### src/rtl/fault_input_qualifier_pkg.sv
// Package rpsc_pkg: shared types and constants for the fault input qualifier.
//   qual_state_t     per-channel filter state
//   DEF_*            default filter constants
//   lowest_set()     index of the lowest set bit in a vector (first-fault capture)
package rpsc_pkg;

  typedef enum logic [1:0] {IDLE, AST_WAIT, ACTIVE, REL_WAIT} qual_state_t;

  localparam int DEF_N_CH        = 8;
  localparam int DEF_SYNC_STAGES = 2;
  localparam int DEF_ASSERT_CNT  = 16;
  localparam int DEF_RELEASE_CNT = 4;

  // Lowest set bit wins; returns 0 for an all-zero vector.
  function automatic int unsigned lowest_set(input logic [31:0] v);
    int unsigned idx;
    idx = 0;
    for (int i = 31; i >= 0; i--)
      if (v[i]) idx = unsigned'(i);
    return idx;
  endfunction

endpackage

### src/rtl/fault_input_qualifier_if.sv
// fault_input_qualifier_if: bundles the fault inputs and qualified outputs.
//   raw_in      raw asynchronous fault inputs (1 = fault)
//   blank       suppress qualification
//   ff_clear    clear the first-fault record
//   qual_out    debounced fault level per channel
//   rise_pulse  one-cycle pulse on qual_out 0->1
//   first_valid first-fault record valid
//   first_id    index of the first qualified channel
// master = stimulus side, slave = the qualifier.
interface fault_input_qualifier_if #(
  parameter int N_CH = 8
) ();
  localparam int ID_W = (N_CH > 1) ? $clog2(N_CH) : 1;

  logic [N_CH-1:0] raw_in;
  logic            blank;
  logic            ff_clear;
  logic [N_CH-1:0] qual_out;
  logic [N_CH-1:0] rise_pulse;
  logic            first_valid;
  logic [ID_W-1:0] first_id;

  modport master (
    output raw_in, blank, ff_clear,
    input  qual_out, rise_pulse, first_valid, first_id
  );

  modport slave (
    input  raw_in, blank, ff_clear,
    output qual_out, rise_pulse, first_valid, first_id
  );
endinterface

### src/rtl/fault_input_qualifier_ch.sv
// fault_qual_ch: one fault channel -- synchroniser, assert/release debounce
// FSM with its counter, and a registered rise pulse.
//   clk, reset  clock, synchronous active-high reset
//   raw         asynchronous raw fault input
//   blank       force IDLE / count 0 at the next edge
//   qual        debounced level (state is ACTIVE or REL_WAIT)
//   rise        high for the single cycle qual first reads 1
module fault_qual_ch
  import rpsc_pkg::*;
#(
  parameter int SYNC_STAGES = DEF_SYNC_STAGES,
  parameter int ASSERT_CNT  = DEF_ASSERT_CNT,
  parameter int RELEASE_CNT = DEF_RELEASE_CNT
) (
  input  logic clk,
  input  logic reset,
  input  logic raw,
  input  logic blank,
  output logic qual,
  output logic rise
);
  localparam int MAX_CNT = (ASSERT_CNT > RELEASE_CNT) ? ASSERT_CNT : RELEASE_CNT;
  localparam int CNT_W   = $clog2(MAX_CNT + 1);
  localparam logic [CNT_W-1:0] AST_TGT = CNT_W'(ASSERT_CNT);
  localparam logic [CNT_W-1:0] REL_TGT = CNT_W'(RELEASE_CNT);
  localparam logic [CNT_W-1:0] ONE     = CNT_W'(1);

  logic [SYNC_STAGES-1:0] sync;
  logic                   s_in;
  qual_state_t            state;
  logic [CNT_W-1:0]       cnt;
  logic [CNT_W-1:0]       cnt_inc;

  assign s_in    = sync[SYNC_STAGES-1];
  // cnt stays below its target while waiting, so the increment cannot wrap.
  assign cnt_inc = cnt + ONE;

  // qual and rise are registered alongside the state so that rise fires only
  // on a true 0->1 transition (REL_WAIT -> ACTIVE keeps qual high, no pulse).
  always_ff @(posedge clk) begin
    if (reset) begin
      sync  <= '0;
      state <= IDLE;
      cnt   <= '0;
      qual  <= 1'b0;
      rise  <= 1'b0;
    end else begin
      sync <= {sync[SYNC_STAGES-2:0], raw};
      rise <= 1'b0;
      if (blank) begin
        state <= IDLE;
        cnt   <= '0;
        qual  <= 1'b0;
      end else begin
        case (state)
          IDLE: if (s_in) begin
            if (ASSERT_CNT == 1) begin
              state <= ACTIVE;
              cnt   <= '0;
              qual  <= 1'b1;
              rise  <= 1'b1;
            end else begin
              state <= AST_WAIT;
              cnt   <= ONE;
            end
          end
          AST_WAIT: begin
            if (!s_in) begin
              state <= IDLE;
              cnt   <= '0;
            end else if (cnt_inc == AST_TGT) begin
              state <= ACTIVE;
              cnt   <= '0;
              qual  <= 1'b1;
              rise  <= 1'b1;
            end else begin
              cnt <= cnt_inc;
            end
          end
          ACTIVE: if (!s_in) begin
            if (RELEASE_CNT == 1) begin
              state <= IDLE;
              cnt   <= '0;
              qual  <= 1'b0;
            end else begin
              state <= REL_WAIT;
              cnt   <= ONE;
            end
          end
          REL_WAIT: begin
            if (s_in) begin
              state <= ACTIVE;
              cnt   <= '0;
            end else if (cnt_inc == REL_TGT) begin
              state <= IDLE;
              cnt   <= '0;
              qual  <= 1'b0;
            end else begin
              cnt <= cnt_inc;
            end
          end
          default: begin
            state <= IDLE;
            cnt   <= '0;
            qual  <= 1'b0;
          end
        endcase
      end
    end
  end
endmodule

### src/rtl/fault_input_qualifier.sv
// fault_input_qualifier: conditions raw comparator/alarm inputs for the
// hold-error flip-flops. N_CH independent fault_qual_ch instances plus an
// optional first-fault recorder.
//   clk, reset  clock, synchronous active-high reset
//   bus         fault_input_qualifier_if.slave (raw_in, blank, ff_clear in;
//               qual_out, rise_pulse, first_valid, first_id out)
// Build option: RPSC_FIRST_FAULT_EN enables first_valid/first_id capture;
// without it those outputs are tied 0 and ff_clear is ignored.
module fault_input_qualifier
  import rpsc_pkg::*;
#(
  parameter int N_CH        = DEF_N_CH,
  parameter int SYNC_STAGES = DEF_SYNC_STAGES,
  parameter int ASSERT_CNT  = DEF_ASSERT_CNT,
  parameter int RELEASE_CNT = DEF_RELEASE_CNT
) (
  input logic               clk,
  input logic               reset,
  fault_input_qualifier_if.slave bus
);
  localparam int ID_W = (N_CH > 1) ? $clog2(N_CH) : 1;

  logic [N_CH-1:0] qual;
  logic [N_CH-1:0] rise;

  for (genvar g = 0; g < N_CH; g++) begin : g_ch
    fault_qual_ch #(
      .SYNC_STAGES (SYNC_STAGES),
      .ASSERT_CNT  (ASSERT_CNT),
      .RELEASE_CNT (RELEASE_CNT)
    ) u_ch (
      .clk   (clk),
      .reset (reset),
      .raw   (bus.raw_in[g]),
      .blank (bus.blank),
      .qual  (qual[g]),
      .rise  (rise[g])
    );
  end

  assign bus.qual_out   = qual;
  assign bus.rise_pulse = rise;

`ifdef RPSC_FIRST_FAULT_EN
  logic            fv;
  logic [ID_W-1:0] fid;

  // Capture wins over clear when both land in the same cycle, so a fault
  // arriving together with ff_clear becomes the new first fault.
  always_ff @(posedge clk) begin
    if (reset) begin
      fv  <= 1'b0;
      fid <= '0;
    end else if ((|rise) && (!fv || bus.ff_clear)) begin
      fv  <= 1'b1;
      fid <= ID_W'(lowest_set(32'(rise)));
    end else if (bus.ff_clear) begin
      fv <= 1'b0;
    end
  end

  assign bus.first_valid = fv;
  assign bus.first_id    = fid;
`else
  logic unused_ff_clear;
  assign unused_ff_clear = bus.ff_clear;
  assign bus.first_valid = 1'b0;
  assign bus.first_id    = '0;
`endif
endmodule
### src/flat_wrapper.sv
// flat-port wrapper written by rule: the top's interface ports become plain ports
module fault_input_qualifier_flat import rpsc_pkg::*;
#(
  parameter int N_CH        = DEF_N_CH,
  parameter int SYNC_STAGES = DEF_SYNC_STAGES,
  parameter int ASSERT_CNT  = DEF_ASSERT_CNT,
  parameter int RELEASE_CNT = DEF_RELEASE_CNT
)
  (clk, reset, bus_raw_in, bus_blank, bus_ff_clear, bus_qual_out, bus_rise_pulse, bus_first_valid, bus_first_id);
  fault_input_qualifier_if #(.N_CH(N_CH)) bus_i ();
  input logic clk;
  input logic reset;
  input wire logic [$bits(bus_i.raw_in)-1:0] bus_raw_in;
  input wire logic [$bits(bus_i.blank)-1:0] bus_blank;
  input wire logic [$bits(bus_i.ff_clear)-1:0] bus_ff_clear;
  output wire logic [$bits(bus_i.qual_out)-1:0] bus_qual_out;
  output wire logic [$bits(bus_i.rise_pulse)-1:0] bus_rise_pulse;
  output wire logic [$bits(bus_i.first_valid)-1:0] bus_first_valid;
  output wire logic [$bits(bus_i.first_id)-1:0] bus_first_id;
  assign bus_i.raw_in = bus_raw_in;
  assign bus_i.blank = bus_blank;
  assign bus_i.ff_clear = bus_ff_clear;
  assign bus_qual_out = bus_i.qual_out;
  assign bus_rise_pulse = bus_i.rise_pulse;
  assign bus_first_valid = bus_i.first_valid;
  assign bus_first_id = bus_i.first_id;
  fault_input_qualifier #(.N_CH(N_CH), .SYNC_STAGES(SYNC_STAGES), .ASSERT_CNT(ASSERT_CNT), .RELEASE_CNT(RELEASE_CNT)) u_core (.clk(clk), .reset(reset), .bus(bus_i));
endmodule
### config.mk
export PLATFORM = sky130hd
export DESIGN_NAME = fault_input_qualifier_flat
export DESIGN_NICKNAME = d
export VERILOG_FILES = /design/src/rtl/fault_input_qualifier_pkg.sv /design/src/rtl/fault_input_qualifier_if.sv /design/src/rtl/fault_input_qualifier_ch.sv /design/src/rtl/fault_input_qualifier.sv /design/src/flat_wrapper.sv
export SDC_FILE = /design/constraint.sdc
export NUM_CORES = 1
export LEC_CHECK = 0
export BUFFER_PORTS_ARGS = -buffer_cell sky130_fd_sc_hd__buf_2
export CAP_MARGIN = 20
export CORE_UTILIZATION = 40
export DETAILED_ROUTE_END_ITERATION = 8
export PLACE_DENSITY = 0.55
export SLEW_MARGIN = 20
export SYNTH_ARGS = -nofsm -noshare
export SYNTH_HDL_FRONTEND = slang
export SYNTH_SLANG_ARGS = --single-unit
### constraint.sdc
create_clock -name clk -period 1.55 [get_ports clk]
set_input_delay 0 -clock clk [delete_from_list [all_inputs] [get_ports clk]]
set_output_delay 0 -clock clk [all_outputs]
set_load 0.05 [all_outputs]
==> impl_metrics.json, run 1 <==
{
  "synth-edff-count": 0,
  "detailedRoute.firstPassIterationCount": 4,
  "ys_dominant_reg_cell": "dfxtp_1",
  "detailedPlacementHpwl_um": 6670,
  "setup.worst_path.start_class": "register",
  "via_count_of_the_first_global_routing_pass": 3711,
  "report.final.setup_viol": 0,
  "combined_area_of_all_synthesized_cells_sq_mm": 0.00452,
  "post-route-period-util": 0.974,
  "p_leak_nw": 2.06,
  "ant_nets": 0,
  "globalRouteTotalUtil": 0.177,
  "report.power.total_mw": 4.57,
  "grt_max_degree": 21,
  "h_tree_lvl_count": 3,
  "vias": 3990,
  "most_numerous_cell_types_in_the_synthesized_netlist": "dfxtp_1, nand2_1, a21oi_1",
  "largest_family_of_logic_cells_by_synthesized_area": "simple AND/OR/NAND/NOR gates",
  "wire_per_inst_um": 13.0,
  "max_transition_viols_final": 0,
  "global_route_wire_length_before_repair_um": 16600,
  "placed_cell_area_sq_mm": 0.00495,
  "gp_routability_congestion": 0.827,
  "post_cts.repair.setup_buffers": 0,
  "io_buffer_count": 26,
  "synth_top_area_cells": "dfxtp_1, a21oi_1, nand2_1",
  "wirelength_um": 9620,
  "io_pins": 32,
  "critPathBufInv": 1,
  "post_synth_and_or_nand_nor_area_fraction": 0.281,
  "drc_errors": 0,
  "maxClockFrequency_ghz": 0.662,
  "critical_path_top_delay_cell": "or3b_4",
  "max_stage_delay_ps": 370,
  "clock_sink_count": 88,
  "total_congestion_overflow_after_global_routing": 0,
  "syn_area_per_cell_sq_um": 8.27,
  "cts_inserted_buffers": 9,
  "drt_iter0_markers": 189,
  "floorplan.die.height_um": 108,
  "synth_cell_type_count": 57,
  "worstPathCellList": "ha_4 > nor4b_1 > buf_4 > or3b_4 > o21ai_2 > a21oi_1 > nor3_1",
  "cp.required_ps": 1810,
  "floorplan.initialDensity": 0.414,
  "grt_setup_unrepaired": "yes",
  "status": "finished, final reports clean",
  "cp_data_arrival_time_ps": 1770,
  "clk_root_buffer_cell": "clkbuf_16",
  "post_synth_fa_ha_maj_area_fraction": 0.0221,
  "fp.coreArea_sq_mm": 0.0109,
  "report.final.hold_viol_count": 0,
  "crit_type": "register to register",
  "design_area_sq_mm": 0.00545,
  "critPathCaptureType": "register",
  "max_cap_violations": 0,
  "yosys_warnings": 0,
  "ys_seq_area_frac": 0.389,
  "ctsLongestPathBuffers": 2,
  "core.rowCount": 38,
  "num_antenna_cells": 0,
  "synthesis.instances": 547,
  "synth_top_area_cell": "dfxtp_1",
  "netlist.area_leader.share": 0.389,
  "post_synth_xor_area_fraction": 0.0329,
  "clock_latency_ps": 340,
  "floorplan.die.width_um": 108,
  "period_minus_slack_ps": 1510,
  "holdCritPathClass": "primary input to register",
  "avgViaCountPerCell": 5.38,
  "synth.area.mux_share": 0,
  "vdd_ir_drop_max_mv": 0.606,
  "synth-async-reset-ratio": 0,
  "cp_max_fo": 3,
  "grt_antenna_before_repair": 0,
  "synth_most_common_cell": "dfxtp_1",
  "cts_tree": "done",
  "cp_top_family": "simple AND/OR/NAND/NOR gates",
  "cellPowerDensity_mw_per_mm2": 839,
  "ys_seq_elements": 88,
  "synth_compound_area_frac": 0.205,
  "fraction_of_final_layout_cells_sized_beyond_drive_strength_1": 0.226,
  "clock_skew_ps": 7.42,
  "cts.clk_slew.worst_paths_ps": 60,
  "die-area_sq_mm": 0.0117,
  "area_growth_pct": 20.5,
  "nets": 617
}
## power breakdown
part	total (mW)	internal [mW]	switching (mW)
clock network	2.00	1.16	0.845
logic	0.252	0.105	0.147
registers	2.32	2.29	0.0260
## what timing repair did
item	CTS	global route
resized for setup	3	36
hold endpoints to repair	8	0
pin swaps	0	4
endpoints found under the setup margin	3	38
cloned	0	0
hold buffers	8	0
## state kept, by name, indices dropped and copies added (netlist names), named ones only
name                    flops
u_core.g_ch.u_ch.rise       8
u_core.g_ch.u_ch.state      8
u_core.g_ch.u_ch.sync      16
u_core.g_ch.u_ch.qual       8
u_core.g_ch.u_ch.cnt       40
## final timing paths
check / end / slack, ps / cells after the start / from
worst max register to register: u_core.g_ch[1].u_ch.cnt[2] / 40 / 7 / u_core.g_ch[1].u_ch.cnt[0]
worst max-delay path: u_core.g_ch[1].u_ch.cnt[2] / 40 / 7 / u_core.g_ch[1].u_ch.cnt[0]
worst min-delay path: u_core.g_ch[6].u_ch.state[0] / 40 / 3 / bus_blank
worst min register to register: u_core.g_ch[4].u_ch.sync[1] / 430 / 1 / u_core.g_ch[4].u_ch.sync[0]
## cell type report
class | instances | area (sq um)
inverters | 10 | 37.5
clock buffers | 12 | 256
fillers | 1058 | 5480
well taps | 140 | 175
flip-flops and latches | 88 | 1780
clock inverters | 3 | 17.5
multi-input cells | 405 | 2590
repair buffers | 83 | 591
## worst register-to-register path, cell delays in order (launching register included)
cell	delay, ps
dfxtp_2	340
ha_4	160
nor4b_1	140
buf_4	150
or3b_4	370
o21ai_2	60
a21oi_1	70
nor3_1	150
## metal layers
layer | share of wire | GRT usage
met1 | 0.49 | 0.231
met2 | 0.46 | 0.278
met3 | 0.030 | 0.0416
met4 | 0.018 | 0.0772
met5 | 0 | 0
## cell families after synthesis
logic type	Yosys count
adders and majority gates	8
xor gates and xnor gates	17
DFF	88
buffers and inverters	57
other	1
and+or+nand+nor	229
AOI/OAI and AO/OA	147
## through the flow
step / hold slack, ps / cells / util / worst slack [ps] / TNS (ps)
2_1_floorplan: 71.6 / 550 / - / 74.6 / 0
3_3_place_gp: 211 / 718 / 0.453 / -13.3 / -13.3
3_5_place_dp: 217 / 718 / 0.453 / -24.8 / -32.8
4_1_cts: 31.4 / 741 / 0.486 / -3.77 / -3.77
5_1_grt: 49.6 / 741 / 0.499 / -34.3 / -94.8
6_report: 35.9 / 741 / 0.499 / 40.4 / 0
## layout by cell type, fill, tap and decap left out, types with 8 or more instances in the layout
cell type | netlist | final
dlygate4sd3_1 | 0 | 8
nand3_1 | 17 | 17
nor2b_1 | 22 | 22
dfxtp_1 | 88 | 74
buf_4 | 23 | 48
nor3_1 | 15 | 15
clkbuf_16 | 0 | 9
nand2b_1 | 15 | 14
a31oi_1 | 14 | 14
nor2_1 | 35 | 34
inv_1 | 10 | 10
o21ai_0 | 33 | 32
nand2_1 | 56 | 56
nand3b_1 | 8 | 8
a211oi_1 | 8 | 8
a21oi_1 | 45 | 44
buf_2 | 6 | 26
dfxtp_2 | 0 | 14
xor2_1 | 12 | 11
(Power assumes the default switching activity.)
==> run 2, diff against run 1 <==
Settings changed: CTS_BUF_LIST set to sky130_fd_sc_hd__clkbuf_8, PLACE_DENSITY 0.55 to 0.53, TNS_END_PERCENT set to 50.
Clock period 1.55 ns to 1.8 ns, I/O delays scaled along.
==> impl_metrics.json, run 2 (synthesis gave the netlist of run 1 again) <==
{
  "fill_cells": 1098,
  "total_congestion_overflow_after_global_routing": 0,
  "floorplan.initialDensity": 0.414,
  "nets": 587,
  "report.power.total_mw": 3.65,
  "wire_per_inst_um": 12.7,
  "die-area_sq_mm": 0.0117,
  "max_transition_viols_final": 0,
  "postLayoutSetupSlackWorst_ps": 153,
  "max_flop_register": "u_core.g_ch.u_ch.cnt",
  "floorplan.die.width_um": 108,
  "holdCritPathClass": "primary input to register",
  "multi_input_area_sq_mm": 0.00248,
  "gp_routability_congestion": 0.850,
  "cts_tree": "done",
  "final_util": 0.459,
  "avgViaCountPerCell": 5.39,
  "maxClockFrequency_ghz": 0.607,
  "io_pins": 32,
  "fraction_of_final_layout_cells_sized_beyond_drive_strength_1": 0.133,
  "fp.coreArea_sq_mm": 0.0109,
  "commonest_non_fill_non_tap_cell_in_the_layout": "dfxtp_1",
  "design_area_sq_mm": 0.00501,
  "final-seq-area_sq_mm": 0.00176,
  "max_cap_violations": 0,
  "cts_inserted_buffers": 9,
  "grt_antenna_before_repair": 0,
  "placed_cell_area_sq_mm": 0.00471,
  "max_stage_delay_ps": 420,
  "worstPathCellList": "ha_1 > nor4b_1 > buf_4 > or3b_2 > o21ai_0 > a21oi_1 > nor3_1",
  "drc_errors": 0,
  "proportion_of_power_drawn_by_combinational_gates": 0.051,
  "grt_max_degree": 26,
  "grt_setup_unrepaired": "no",
  "critical_path_top_delay_cell": "or3b_2",
  "detailedPlacementHpwl_um": 6260,
  "cp_data_arrival_time_ps": 1930,
  "status": "finished, final reports clean",
  "p_int_mw": 2.84,
  "cp.required_ps": 2080,
  "area_growth_pct": 10.8,
  "global_route_wire_length_before_repair_um": 15800,
  "clk_root_buffer_cell": "clkbuf_8",
  "h_tree_lvl_count": 3,
  "ctsLongestPathBuffers": 2,
  "crit_type": "register to register",
  "dp_worst_setup_slack_ps": 155,
  "floorplan.die.height_um": 108,
  "post-place-cells": 688,
  "core.rowCount": 38,
  "netSwitchingPower_mw": 0.805,
  "most-common-layout-cells": "dfxtp_1, nand2_1, a21oi_1, nor2_1, o21ai_0",
  "reg_top3": "u_core.g_ch.u_ch.cnt (40), u_core.g_ch.u_ch.sync (16)",
  "clock_latency_ps": 350,
  "swShare": 0.221,
  "vias": 3827,
  "detailedRoute.firstPassIterationCount": 4,
  "hold_slack_ps": 123,
  "cellPowerDensity_mw_per_mm2": 727,
  "period_minus_slack_ps": 1650,
  "vdd_ir_drop_max_mv": 0.550,
  "io_buffer_count": 26,
  "report.final.hold_viol_count": 0,
  "critPathCaptureType": "register",
  "drt_iter0_markers": 193,
  "via_count_of_the_first_global_routing_pass": 3454,
  "p_leak_nw": 1.85,
  "proportion_of_power_drawn_by_the_clock_network": 0.401,
  "post-route-period-util": 0.915,
  "globalRouteTotalUtil": 0.168,
  "seq_power_share": 0.548,
  "number_of_flip_flops_in_the_largest_register": 40,
  "setup_tns_ps": 0,
  "num_antenna_cells": 0,
  "report.final.setup_viol": 0,
  "cp_max_fo": 5,
  "ant_nets": 0,
  "clock_skew_ps": 3.80,
  "setup.worst_path.start_class": "register",
  "cts.clk_slew.worst_paths_ps": 80,
  "wirelength_um": 9050,
  "clock_sink_count": 88,
  "instances_no_fill": 710
}
-- run 2: cell count changes in the layout (fill, tap and decap cells not counted), sizes merged --
cell,before,now
clkinvlp,1,0
bufinv,0,2
buf,75,45
clkbuf,12,10
-- run 2: path summary, 6_finish.rpt --
| check | endpoint | depth (start not counted) | start | slack, ps |
|---|---|---|---|---|
| setup / recovery | u_core.g_ch[1].u_ch.cnt[2] | 7 | u_core.g_ch[1].u_ch.cnt[0] | 150 |
| hold / removal | u_core.g_ch[1].u_ch.sync[1] | 3 | reset | 120 |
| setup reg to reg | u_core.g_ch[1].u_ch.cnt[2] | 7 | u_core.g_ch[1].u_ch.cnt[0] | 150 |
| hold reg to reg | u_core.g_ch[4].u_ch.sync[1] | 1 | u_core.g_ch[4].u_ch.sync[0] | 440 |
-- run 2: layout make-up --
cell class,count,share of cell area
clock buffers,10,0.0274
clock inverters,4,0.0140
inverters,10,0.00749
multi-input cells,405,0.495
flip-flops and latches,88,0.351
well taps,140,0.0349
repair buffers,53,0.0704
-- run 2: power groups by stage --
stage	Sequential, mW	Clock (mW)	Combinational [mW]
after global routing	2.00	1.62	0.209
after global placement	2.04	0	0.176
after CTS	2.00	1.55	0.190
after floorplan	2.03	0	0.138
final	2.00	1.46	0.188
after detailed placement	2.04	0	0.176
-- run 2: critical path, delay by kind of cell, from the launching register on --
kind,cells,cell delay [ps]
simple gates,3,690
fa+ha+maj,1,220
flops,1,350
compound gates,2,160
buf+inv,1,140
-- run 2: metal layers --
metal,vias up,GRT usage,share of wire
met5,-,0,0
met4,0,0.0647,0.014
met3,10,0.0416,0.032
met2,53,0.273,0.45
met1,1779,0.213,0.50
li1,1985,-,-
-- run 2: repair_timing --
| action | CTS | global route |
|---|---|---|
| setup buffers | 0 | 0 |
| hold buffers | 8 | 0 |
| setup endpoints to repair | 0 | 3 |
| endpoints found under the hold margin | 8 | 0 |
| gates resized for setup | 0 | 2 |
==> run 3, diff against run 2 <==
==> constraint.sdc (replaced) <==
create_clock -name clk -period 1.8 [get_ports clk]
set_input_delay 0.36 -clock clk [delete_from_list [all_inputs] [get_ports clk]]
set_output_delay 0.36 -clock clk [all_outputs]
set_load 0.05 [all_outputs]
==> impl_metrics.json, run 3 (synthesis gave the netlist of run 1 again) <==
{
  "status": "finished, final reports clean",
  "ctsLongestPathBuffers": 2,
  "commonest_non_fill_non_tap_cell_in_the_layout": "dfxtp_1",
  "hold_start": "bus_raw_in[4]",
  "critPathBufInv": 1,
  "floorplan.die.width_um": 108,
  "maxClockFrequency_ghz": 0.610,
  "wl_met2_um": 4130,
  "most-common-layout-cells": "dfxtp_1, nand2_1, a21oi_1, nor2_1, o21ai_0",
  "cp_top_family": "simple AND/OR/NAND/NOR gates",
  "fp.coreArea_sq_mm": 0.0109,
  "detailedPlacementHpwl_um": 6420,
  "wirelength_um": 9070,
  "die-area_sq_mm": 0.0117,
  "max_cap_violations": 0,
  "final_util": 0.454,
  "swShare": 0.227,
  "h_tree_lvl_count": 3,
  "p_int_mw": 2.74,
  "report.final.hold_viol_count": 0,
  "route.top_layer_used": "met4",
  "clock_sink_count": 88,
  "core.rowCount": 38,
  "nets": 584,
  "num_antenna_cells": 0,
  "floorplan.die.height_um": 108,
  "drc_errors": 0,
  "clk_root_buffer_cell": "clkbuf_8",
  "cp_max_fo": 5,
  "area_growth_pct": 9.71,
  "crit_type": "register to register",
  "fraction_of_final_layout_cells_sized_beyond_drive_strength_1": 0.142,
  "critical_path_top_delay_cell": "or3b_2",
  "worstPathCellList": "ha_1 > nor4b_1 > buf_4 > or3b_2 > o21ai_0 > a21oi_1 > nor3_1",
  "met1_length_um": 4570,
  "seq_power_share": 0.563,
  "postLayoutSetupSlackWorst_ps": 160,
  "cp_data_arrival_time_ps": 1920,
  "max_flop_register": "u_core.g_ch.u_ch.cnt",
  "vias": 3763,
  "proportion_of_power_drawn_by_the_clock_network": 0.386,
  "detailedRoute.firstPassIterationCount": 4,
  "cp.required_ps": 2080,
  "critPathCaptureType": "register",
  "number_of_flip_flops_in_the_largest_register": 40,
  "clock_latency_ps": 360,
  "setup.worst_path.start_class": "register",
  "ant_nets": 0,
  "grt_max_degree": 33,
  "clock_skew_ps": 7.74,
  "io_pins": 32,
  "wire_per_inst_um": 12.8,
  "cts_inserted_buffers": 9,
  "cellPowerDensity_mw_per_mm2": 713,
  "max_stage_delay_ps": 430,
  "dp_worst_setup_slack_ps": 146,
  "proportion_of_power_drawn_by_combinational_gates": 0.051,
  "grt_setup_unrepaired": "yes",
  "cts.clk_slew.worst_paths_ps": 80,
  "via_count_of_the_first_global_routing_pass": 3427,
  "post-route-period-util": 0.911,
  "globalRouteTotalUtil": 0.163,
  "period_minus_slack_ps": 1640,
  "reg_top3": "u_core.g_ch.u_ch.cnt (40), u_core.g_ch.u_ch.sync (16)",
  "post_cts.repair.setup_buffers": 0,
  "io_buffer_count": 26,
  "report.power.total_mw": 3.54,
  "global_route_wire_length_before_repair_um": 15400,
  "vdd_ir_drop_max_mv": 0.611,
  "gp_routability_congestion": 0.870,
  "avgViaCountPerCell": 5.31,
  "grt_antenna_before_repair": 0,
  "p_leak_nw": 1.84,
  "timing.critical_path.from": "u_core.g_ch[1].u_ch.cnt[0]",
  "max_transition_viols_final": 0,
  "cts_tree": "done",
  "netSwitchingPower_mw": 0.803,
  "met3_wirelength_um": 237,
  "floorplan.initialDensity": 0.414,
  "total_congestion_overflow_after_global_routing": 0,
  "report.final.setup_viol": 0,
  "crit-reg2reg-launch": "u_core.g_ch[1].u_ch.cnt[0]",
  "holdCritPathClass": "primary input to register",
  "drt_iter0_markers": 145
}
-- run 3: cell types whose count changed in the layout (fill, tap and decap cells not counted), sizes merged --
cell | before | now
clkbuf | 10 | 11
buf | 45 | 50
dlygate4sd3 | 8 | 0
bufinv | 2 | 1
inv | 10 | 12
-- run 3: timing repair --
item | 4_1_cts | 5_1_grt
hold buffers | 0 | 0
gates resized for setup | 0 | 2
setup endpoints to repair | 0 | 3
-- run 3: routing by layer --
layer / track usage / vias to the layer above
met5: 0 / -
met3: 0.0380 / 10
met4: 0.0550 / 0
li1: - / 1980
met2: 0.265 / 46
met1: 0.212 / 1727
-- run 3: power groups by stage --
stage	combinational, mW	clock [mW]	sequential [mW]
final	0.180	1.37	1.99
after global routing	0.202	1.53	2.00
after CTS	0.183	1.45	1.99
after detailed placement	0.183	0	2.04
after global placement	0.181	0	2.04
after floorplan	0.138	0	2.03
-- run 3: path summary, 6_finish.rpt --
check / end / slack (ps) / depth (start not counted)
max: u_core.g_ch[1].u_ch.cnt[2] / 160 / 7
min: u_core.g_ch[4].u_ch.sync[0] / 210 / 2
max reg2reg: u_core.g_ch[1].u_ch.cnt[2] / 160 / 7
min reg2reg: u_core.g_ch[2].u_ch.sync[1] / 440 / 1
-- run 3: area by class of cell --
class / instances / area [sq um]
multi-input combinational: 405 / 2480
tap: 140 / 175
clock inverter: 5 / 47.5
inverter: 10 / 37.5
clock buffer: 11 / 151
sequential: 88 / 1760
timing repair buffer: 50 / 310
fill: 1119 / 5970
-- run 3: per-stage QoR --
| stage | area (sq um) | hold WS, ps | std cells | TNS [ps] |
|---|---|---|---|---|
| floorplan | 4540 | 414 | 550 | 0 |
| global placement | 4750 | 421 | 693 | 0 |
| detailed placement | 4750 | 426 | 693 | 0 |
| CTS | 4950 | 179 | 709 | 0 |
| global route | 4960 | 192 | 709 | -32.1 |
| finish | 4960 | 205 | 709 | 0 |
